### config.mk
export PLATFORM = sky130hd
export DESIGN_NAME = ram_frame_ctrl
export DESIGN_NICKNAME = d
export VERILOG_FILES = /design/src/rtl/ram_frame_ctrl.sv
export SDC_FILE = /design/constraint.sdc
export NUM_CORES = 1
export LEC_CHECK = 0
export BUFFER_PORTS_ARGS = -buffer_cell sky130_fd_sc_hd__buf_4
export CAP_MARGIN = 20
export CORE_AREA = 2 2 72 74
export CTS_CLUSTER_SIZE = 28
export DETAILED_ROUTE_END_ITERATION = 7
export DIE_AREA = 0 0 74 76
export PLACE_DENSITY_LB_ADDON = 0.05
export RECOVER_POWER = 25
export SLEW_MARGIN = 10
export SYNTH_ARGS = -nofsm -noshare
export SYNTH_HDL_FRONTEND = slang
export SYNTH_SLANG_ARGS = --single-unit
### constraint.sdc
create_clock -name clk -period 3.8 [get_ports clk]
set_input_delay 0.76 -clock clk [delete_from_list [all_inputs] [get_ports clk]]
set_output_delay 0.76 -clock clk [all_outputs]
set_load 0.03 [all_outputs]
### src/rtl/ram_frame_ctrl.sv
// ---------------------------------------------------------------------------
// ram_frame_ctrl
//   Store-and-forward controller in front of a 64x8 single-port RAM. It
//   accepts one frame of bytes on a valid/ready input stream and writes it to
//   RAM addresses 0..N-1. It then reads the frame back in order and presents
//   it on a valid/ready output stream. When the last byte is handed off, it
//   returns to accepting the next frame.
//
// Ports
//   clk        in   rising-edge clock, shared with the RAM
//   rst_n      in   asynchronous active-low reset
//   s_data     in   input byte
//   s_valid    in   input byte valid
//   s_last     in   input byte is the last byte of its frame
//   s_ready    out  controller accepts an input byte (only while filling)
//   m_data     out  output byte (registered)
//   m_valid    out  output byte valid (registered)
//   m_last     out  output byte is the last byte of its frame (registered)
//   m_ready    in   downstream accepts the output byte
//   ram_ip     out  RAM write data (mirrors s_data)
//   ram_add    out  RAM address
//   ram_wr     out  RAM write enable; when low, the RAM registers ram_add
//   ram_q      in   RAM read data, valid one cycle after the read address
//   frame_len  out  length of the most recently stored frame, 1..DEPTH
//   trunc      out  pulse: frame forced to end at DEPTH bytes without s_last
// ---------------------------------------------------------------------------
module ram_frame_ctrl #(
   parameter int DATA_W = 8,
   parameter int ADDR_W = 6,
   parameter int DEPTH  = 64
) (
   input  logic              clk,
   input  logic              rst_n,
   input  logic [DATA_W-1:0] s_data,
   input  logic              s_valid,
   input  logic              s_last,
   output logic              s_ready,
   output logic [DATA_W-1:0] m_data,
   output logic              m_valid,
   output logic              m_last,
   input  logic              m_ready,
   output logic [DATA_W-1:0] ram_ip,
   output logic [ADDR_W-1:0] ram_add,
   output logic              ram_wr,
   input  logic [DATA_W-1:0] ram_q,
   output logic [ADDR_W:0]   frame_len,
   output logic              trunc
);

   typedef enum logic [1:0] {
      FILL    = 2'd0,
      RD_ADDR = 2'd1,
      RD_DATA = 2'd2,
      OUT     = 2'd3
   } state_t;

   state_t              r_state;
   logic [ADDR_W-1:0]   r_wptr;
   logic [ADDR_W-1:0]   r_rptr;
   logic [ADDR_W:0]     r_frame_len;
   logic [DATA_W-1:0]   r_m_data;
   logic                r_m_valid;
   logic                r_m_last;

   logic                w_fill;
   logic                w_accept;
   logic                w_at_end;
   logic                w_rd_last;

   assign w_fill    = (r_state == FILL);
   assign w_accept  = w_fill && s_valid;
   // Write pointer sits on the final RAM location; the frame must end here.
   assign w_at_end  = (r_wptr == ADDR_W'(DEPTH - 1));
   // Read pointer is on the final stored byte of the frame.
   assign w_rd_last = ({1'b0, r_rptr} == (r_frame_len - 1'b1));

   // The RAM port is shared: write address while filling, read address after.
   assign s_ready   = w_fill;
   assign ram_ip    = s_data;
   assign ram_wr    = w_accept;
   assign ram_add   = w_fill ? r_wptr : r_rptr;
   // Truncation is flagged in the cycle the 64th byte is accepted without s_last.
   assign trunc     = w_accept && w_at_end && !s_last;

   assign m_data    = r_m_data;
   assign m_valid   = r_m_valid;
   assign m_last    = r_m_last;
   assign frame_len = r_frame_len;

   always_ff @(posedge clk or negedge rst_n) begin
      if (!rst_n) begin
         r_state     <= FILL;
         r_wptr      <= '0;
         r_rptr      <= '0;
         r_frame_len <= '0;
         r_m_data    <= '0;
         r_m_valid   <= 1'b0;
         r_m_last    <= 1'b0;
      end else begin
         case (r_state)
            FILL: begin
               if (s_valid) begin
                  // Wraps to 0 after the final location, but the frame ends there anyway.
                  r_wptr <= r_wptr + 1'b1;
                  if (s_last || w_at_end) begin
                     r_frame_len <= {1'b0, r_wptr} + 1'b1;
                     r_rptr      <= '0;
                     r_state     <= RD_ADDR;
                  end
               end
            end
            RD_ADDR: begin
               // RAM latches ram_add=rptr at this edge.
               r_state <= RD_DATA;
            end
            RD_DATA: begin
               r_m_data  <= ram_q;
               r_m_last  <= w_rd_last;
               r_m_valid <= 1'b1;
               r_state   <= OUT;
            end
            OUT: begin
               if (m_ready) begin
                  r_m_valid <= 1'b0;
                  if (r_m_last) begin
                     r_wptr  <= '0;
                     r_state <= FILL;
                  end else begin
                     r_rptr  <= r_rptr + 1'b1;
                     r_state <= RD_ADDR;
                  end
               end
            end
            default: r_state <= FILL;
         endcase
      end
   end

endmodule

==> out/qor.yml, run 1 <==
outcome: "finished with violations"
failed_checks: "capacitance limit, slew limit"
drt_first_pass_iters: 4
final_antenna_net_count: 0
power_density_nw_per_um2: 808.3
critPathLaunch: "r_state[0]"
p_total_mw: 1.733
finalSetupViolCount: 0
drv_cap: 1
antenna_found_initial: 0
critPathKind: "flop to output pin"
drive_above_1_share_pct: 30.92
r2r_cells: 5
die_h_microns: 76
core_sq_um: 4912
postCtsSetupBuffers: 0
hold_depth: 1
hold_start: "m_data[3]"
mostFrequentLayoutCell: "buf_4"
reg2reg_slack_ns: 1.62
synth_flop_cell: "dfrtp_1"
seq_area_frac_synth_pct: 44.44
ys.warnings.count: 0
clockRootBuffer: "clkbuf_8"
synth_edf_count: 0
h-tree-depth: 2
cts_tree: "done"
start_util_pct: 35.53
timing.rr.end: "frame_len[4]"
start_kind: "flop"
finalWirelength_mm: 4.099
cts_hold_buf: 0
tightestPinTransition_ns: 1.692
netlist_area_sq_um: 1745
grt_pass1_vias: 1369
fin_crit_sh_pct: 82.61
ios: 55
grt_max_degree: 32
die_x_microns: 74
track_usage_pct: 15.75
rsz0062_at_grt: "false"
worstSkewPairLatency_ns: 0.28
peakVddDrop_mv: 0.4978
r2r_start: "r_state[0]"
io_buffer_count: 38
grt_pass1_wl_mm: 6.803
placed_area_sq_um: 2047
syn_inst: 172
place_hpwl_mm: 3.063
final_core_util_pct: 43.63
ctsResizeCount: 0
max-slew-margin-rel_pct: -12.82
nFillCells: 473
clock_path_buffers: 2
via_per_inst: 4.971
power_leakage_nw: 0.9867
vias: 1377
avgSynthCellArea_sq_um: 10.15
die-area_sq_um: 5624
drcViolationCount: 0
yosysUniqueCellTypes: 43
cp.arrival_ns: 2.38
cts.clk_slew.worst_paths_ns: 0.07
hold_viol: 0
syn-num-nets: 199
synth_async_sr_flop_share_pct: 100.0
finalMaxSlewViolations: 32
clock_sinks: 31
area_growth_pct: 22.80
cp_max_fo: 16
num_rows: 26
endpoint_kind: "output pin"
first_iter_violations: 97
nets: 233
finalInstanceArea_sq_um: 2143
final_cell_mix: "buf_4 (37), dfrtp_1 (31), nand2_1 (15)"
min_path_type: "flop to flop"
skew_ns: 0.009927
finalCriticalPeriod_ns: 3.139
max_freq_ghz: 0.3185
diodes: 0
cts_buffers: 5
grt_overflow_total: 0
gp_congestion: 0.8003
whs_endpoint: "m_data[3]"
routedWlPerCell_microns: 14.80
ys_ff_latch: 31
fin_setup_tns_ns: 0
crit_required_ns: 3.04
## critical path, stage by stage, from the launching register on
cell,delay [ns]
dfrtp_1,0.40
inv_1,0.12
ha_1,0.53
nand2_1,0.24
or3_2,0.54
nor2_1,0.10
buf_4,0.16
## logic make-up after synthesis
family | share of synthesized area, %
adders and majority gates | 4.301
xor gates and xnor gates | 6.523
muxes | 9.391
DFF | 44.44
and+or+nand+nor | 14.34
buffers and inverters | 6.237
AOI/OAI and AO/OA | 14.77
## cell type report
cell class	count	area (sq um)	area share, %
multi-input cells	120	860.8	40.16
flip-flops and latches	31	775.7	36.19
well taps	70	87.58	4.086
repair buffers	38	281.5	13.13
inverters	10	37.54	1.751
clock buffers	8	100.1	4.670
## cell usage after synthesis, types with 3 or more instances
library cell	count	share of area [%]
a21oi_1	4	1.1
xnor2_1	9	4.5
a31oi_1	7	2.5
nand3_1	5	1.4
ha_1	6	4.3
buf_4	8	3.4
nand2_1	15	3.2
nor3_1	3	0.86
mux2_2	11	7.1
nor2_1	10	2.2
dfrtp_1	31	44
xor2_1	4	2.0
clkbuf_1	3	0.65
inv_1	10	2.2
o21ai_0	12	3.4
nand2b_1	4	1.4
## power by group
part	internal (mW)	total [mW]	switching, mW
Clock	0.165	0.284	0.119
Sequential	0.440	0.542	0.103
Combinational	0.375	0.906	0.530
Total	0.980	1.73	0.752
## state kept, by name (all words and copies together) (netlist names)
| signal | flops |
|---|---|
| frame_len | 7 |
| m_data | 8 |
| m_last | 1 |
| m_valid | 1 |
| r_rptr | 6 |
| r_state | 2 |
| r_wptr | 6 |
## through the flow
stage          worst slack [ns]  std cells  hold WS [ns]
2_1_floorplan            0.9679        172        0.4644
3_3_place_gp              1.046        269        0.4895
3_5_place_dp             0.9727        269        0.4993
4_1_cts                  0.6453        277        0.4190
5_1_grt                  0.4222        277        0.5280
6_report                 0.6608        277        0.5072
## how the worst max path moves through the flow
stage	to	slack (ns)	depth (start not counted)
finish	trunc	0.66	6
floorplan	trunc	0.97	5
CTS	trunc	0.65	6
detailed placement	trunc	0.97	6
global route	trunc	0.42	6
global placement	trunc	1.05	6
## layer usage
| metal | global-route usage, % | routed length (microns) | vias up |
|---|---|---|---|
| met2 | 23.84 | 1933 | 41 |
| met1 | 21.57 | 1864 | 660 |
| met5 | 0 | 0 | - |
| met4 | 5.455 | 60 | 0 |
| met3 | 4.233 | 241 | 6 |
| li1 | - | - | 670 |
(Power assumes the default switching activity.)
==> inputs of run 2 (changes only) <==
--- a/config.mk
+++ b/config.mk
@@ -5,12 +5,13 @@
 export SDC_FILE = /design/constraint.sdc
 export NUM_CORES = 1
 export LEC_CHECK = 0
+export ABC_AREA = 1
 export BUFFER_PORTS_ARGS = -buffer_cell sky130_fd_sc_hd__buf_4
 export CAP_MARGIN = 20
-export CORE_AREA = 2 2 72 74
+export CORE_AREA = 2 2 74 76
 export CTS_CLUSTER_SIZE = 28
 export DETAILED_ROUTE_END_ITERATION = 7
-export DIE_AREA = 0 0 74 76
+export DIE_AREA = 0 0 76 78
 export PLACE_DENSITY_LB_ADDON = 0.05
 export RECOVER_POWER = 25
 export SLEW_MARGIN = 10
==> constraint.sdc (replaced) <==
create_clock -name clk -period 3.04 [get_ports clk]
set_input_delay 0.608 -clock clk [delete_from_list [all_inputs] [get_ports clk]]
set_output_delay 0.608 -clock clk [all_outputs]
set_load 0.03 [all_outputs]
==> run 2 against run 1 <==
  * The flow still finishes with violations (capacitance limit, slew limit)
  * Count of clock-buffer cells in the layout stayed put
  * Clock power is 23% higher
  * Routed wire length is 2.6% higher
  * Die area is 5.4% higher
  * Combinational power is 45% higher
  * Via count is 16% higher
==> out/qor.yml, run 2 <==
outcome: "finished with violations"
failed_checks: "capacitance limit, slew limit"
worstSkewPairLatency_ns: 0.28  # about the same
clockRootBuffer: "clkbuf_8"
synth.area.mux_share_pct: 0  # -9.4 points
fin_cells: 349  # +26%
num_rows: 26  # unchanged
nets: 305  # +31%
grt_pass1_vias: 1524  # +11%
synth_flop_cell: "dfrtp_1"
clock_path_buffers: 2  # unchanged
synth_commonest_cells: "nand2_1 (83), dfrtp_1 (31), inv_1 (29), o21ai_0 (20), nor2_1 (18)"
critPathKind: "flop to output pin"
start_util_pct: 36.87  # +1.3 points
synthSimpleGateAreaFrac_pct: 28.53  # +14 points
die_h_microns: 78  # +2.6%
cp_max_fo: 15  # -1
io_buffer_count: 38  # unchanged
met2_wirelength_mm: 1.751  # -9.4%
cpPeakStageDelay_ns: 0.45  # -0.09 ns
grt_pass1_wl_mm: 7.203  # +5.9%
syn-num-nets: 271  # +36%
finalCriticalPeriod_ns: 2.537
ctsResizeCount: 0  # unchanged
yosysTopAreaCellShare_pct: 41.72  # -2.7 points
wl_met3_microns: 214  # -11%
synth.most_common_cell: "nand2_1"
start_kind: "flop"
drive_above_1_share_pct: 20.07  # -11 points
endpoint_kind: "output pin"
cpLargestDelayFamily: "adder cells"
die_x_microns: 76  # +2.7%
track_usage_pct: 15.33  # -0.42 points
diodes: 0  # unchanged
ys.warnings.count: 0  # unchanged
finalWirelength_mm: 4.205  # +2.6%
place_hpwl_mm: 3.231  # +5.5%
synth_xor_area_share_pct: 4.711  # -1.8 points
max-slew-margin-rel_pct: -11.27  # +1.6 points
final_antenna_net_count: 0  # unchanged
path_buf_inv: 3  # +1
routedWlPerCell_microns: 12.05  # -19%
largest_register_ffs: 8  # unchanged
fin_crit_sh_pct: 83.46
drt-met1-wl_mm: 2.197  # +18%
drcViolationCount: 0  # unchanged
area_growth_pct: 21.27
cp.arrival_ns: 1.93  # -0.45 ns
gp_congestion: 0.8038  # +0.44%
synth_area_leaders: "dfrtp_1 (42%), nand2_1 (17%), inv_1 (5.9%)"
cts_hold_buf: 0  # unchanged
min_path_type: "flop to flop"
hold_viol: 0  # unchanged
grt_overflow_total: 0  # unchanged
max_freq_ghz: 0.3941
yosys.area_share.adder_pct: 4.038  # -0.26 points
path_cells: "inv_1 -> ha_1 -> nand2_1 -> inv_1 -> nand3_1 -> nor2_1 -> buf_4"
slowest_stage: "ha_1"
drv_cap: 1  # unchanged
die-area_sq_um: 5928  # +5.4%
seq_area_frac_synth_pct: 41.72  # -2.7 points
cts.clk_slew.worst_paths_ns: 0.06  # about the same
first_iter_violations: 84  # -13%
synth_edf_count: 0  # unchanged
h-tree-depth: 2  # unchanged
ys_ff_latch: 31  # unchanged
tightestPinTransition_ns: 1.669  # -0.02325 ns
yosysUniqueCellTypes: 27  # -37%
fin_setup_tns_ns: 0  # unchanged
postCtsSetupBuffers: 0  # unchanged
synth_async_sr_flop_share_pct: 100.0  # unchanged
rsz0062_at_grt: "false"
drt_first_pass_iters: 4  # unchanged
grt_max_degree: 32  # unchanged
mostFrequentLayoutCell: "nand2_1"
power_density_nw_per_um2: 1050  # +30%
netlist_area_sq_um: 1859  # +6.5%
synth_compound_area_share_pct: 10.63  # -4.1 points
syn_inst: 244  # +42%
placedCellCount: 341  # +27%
top_layer_used: "met4"
core_sq_um: 5042  # +2.6%
synth_top_family_by_area: "simple AND/OR/NAND/NOR gates"
final_cell_mix: "nand2_1 (83), buf_4 (37), dfrtp_1 (31)"
cts_tree: "done"
antenna_found_initial: 0  # unchanged
avgSynthCellArea_sq_um: 7.620  # -25%
synth_top_area_cell: "dfrtp_1"
crit_required_ns: 2.43  # -0.61 ns
finalMaxSlewViolations: 32  # unchanged
cts_buffers: 5  # unchanged
finalSetupViolCount: 0  # unchanged
nFillCells: 533  # +13%
skew_ns: 0.003599  # -0.006328 ns
ios: 55  # unchanged
peakVddDrop_mv: 0.5537  # +11%
vias: 1595  # +16%
cp_common_cell: "inv_1"
power_leakage_nw: 1.137  # +15%
clock_sinks: 31  # unchanged
via_per_inst: 4.570  # -8.1%
run 2: changes by cell type in the layout (fill, tap and decap cells not counted), sizes merged, moves of 6 or more:
cell and delta:
nand2 +68, inv +20, mux2 -13, nand3 +13
o21ai +11, nor2 +8, a31oi -7, xnor2 -6
run 2: logic make-up (layout without fill, tap and decap cells):
family	count (synthesis)	count (layout)
AO/OA/AOI/OAI	32	32
AND/OR/NAND/NOR	123	123
XOR/XNOR	10	10
buffers and inverters	42	77
adder cells (fa/ha/maj)	6	6
flip-flops	31	31
run 2: path summary, 6_finish.rpt:
kind	slack (ns)	from	cells after the start	endpoint
max	0.50	r_state[0]	7	trunc
min	0.48	m_data[5]	2	m_data[5]
max reg2reg	1.15	r_state[0]	9	r_rptr[4]
max in group asynchronous	1.32	rst_n	1	frame_len[5]
min in group asynchronous	0.75	rst_n	1	r_wptr[3]
min reg2reg	0.48	m_data[5]	2	m_data[5]
run 2: worst reg2reg max path, stage by stage, from the launching register on:
cell	delay, ns
dfrtp_1	0.41
inv_1	0.09
ha_1	0.45
inv_1	0.19
o22ai_2	0.21
inv_1	0.10
nand3_4	0.14
inv_1	0.09
nand2_1	0.06
nand2_1	0.04
run 2: cell type report:
type	count	area (sq um)	area share [%]
Sequential cell	31	775.7	34.41
Clock buffer	8	100.1	4.440
Multi-Input combinational cell	171	890.9	39.51
Inverter	31	118.9	5.272
Timing Repair Buffer	38	281.5	12.49
Tap cell	70	87.58	3.885
run 2: power by group:
group	internal, mW	leakage [nW]	switching [mW]
Sequential	0.561	0.405	0.150
Combinational	0.455	0.681	0.852
Clock	0.206	0.0515	0.144
Total	1.22	1.14	1.15
run 2: per-stage QoR:
step	instance area (sq um)	setup WS, ns	util, %	total power [mW]	hold slack (ns)
after floorplan	1859	0.5597	-	1.643	0.3124
after global routing	2255	0.2738	44.71	2.581	0.5015
after global placement	2158	0.8907	42.80	2.042	0.4626
after detailed placement	2158	0.8029	42.80	2.037	0.4638
final	2255	0.5027	44.71	2.368	0.4762
after CTS	2258	0.4746	44.79	2.399	0.2693
run 2: routing by layer:
layer | up-vias | global-route usage (%)
met5 | - | 0
met4 | 0 | 3.818
met3 | 5 | 4.535
met2 | 35 | 22.41
met1 | 729 | 22.21
li1 | 826 | -
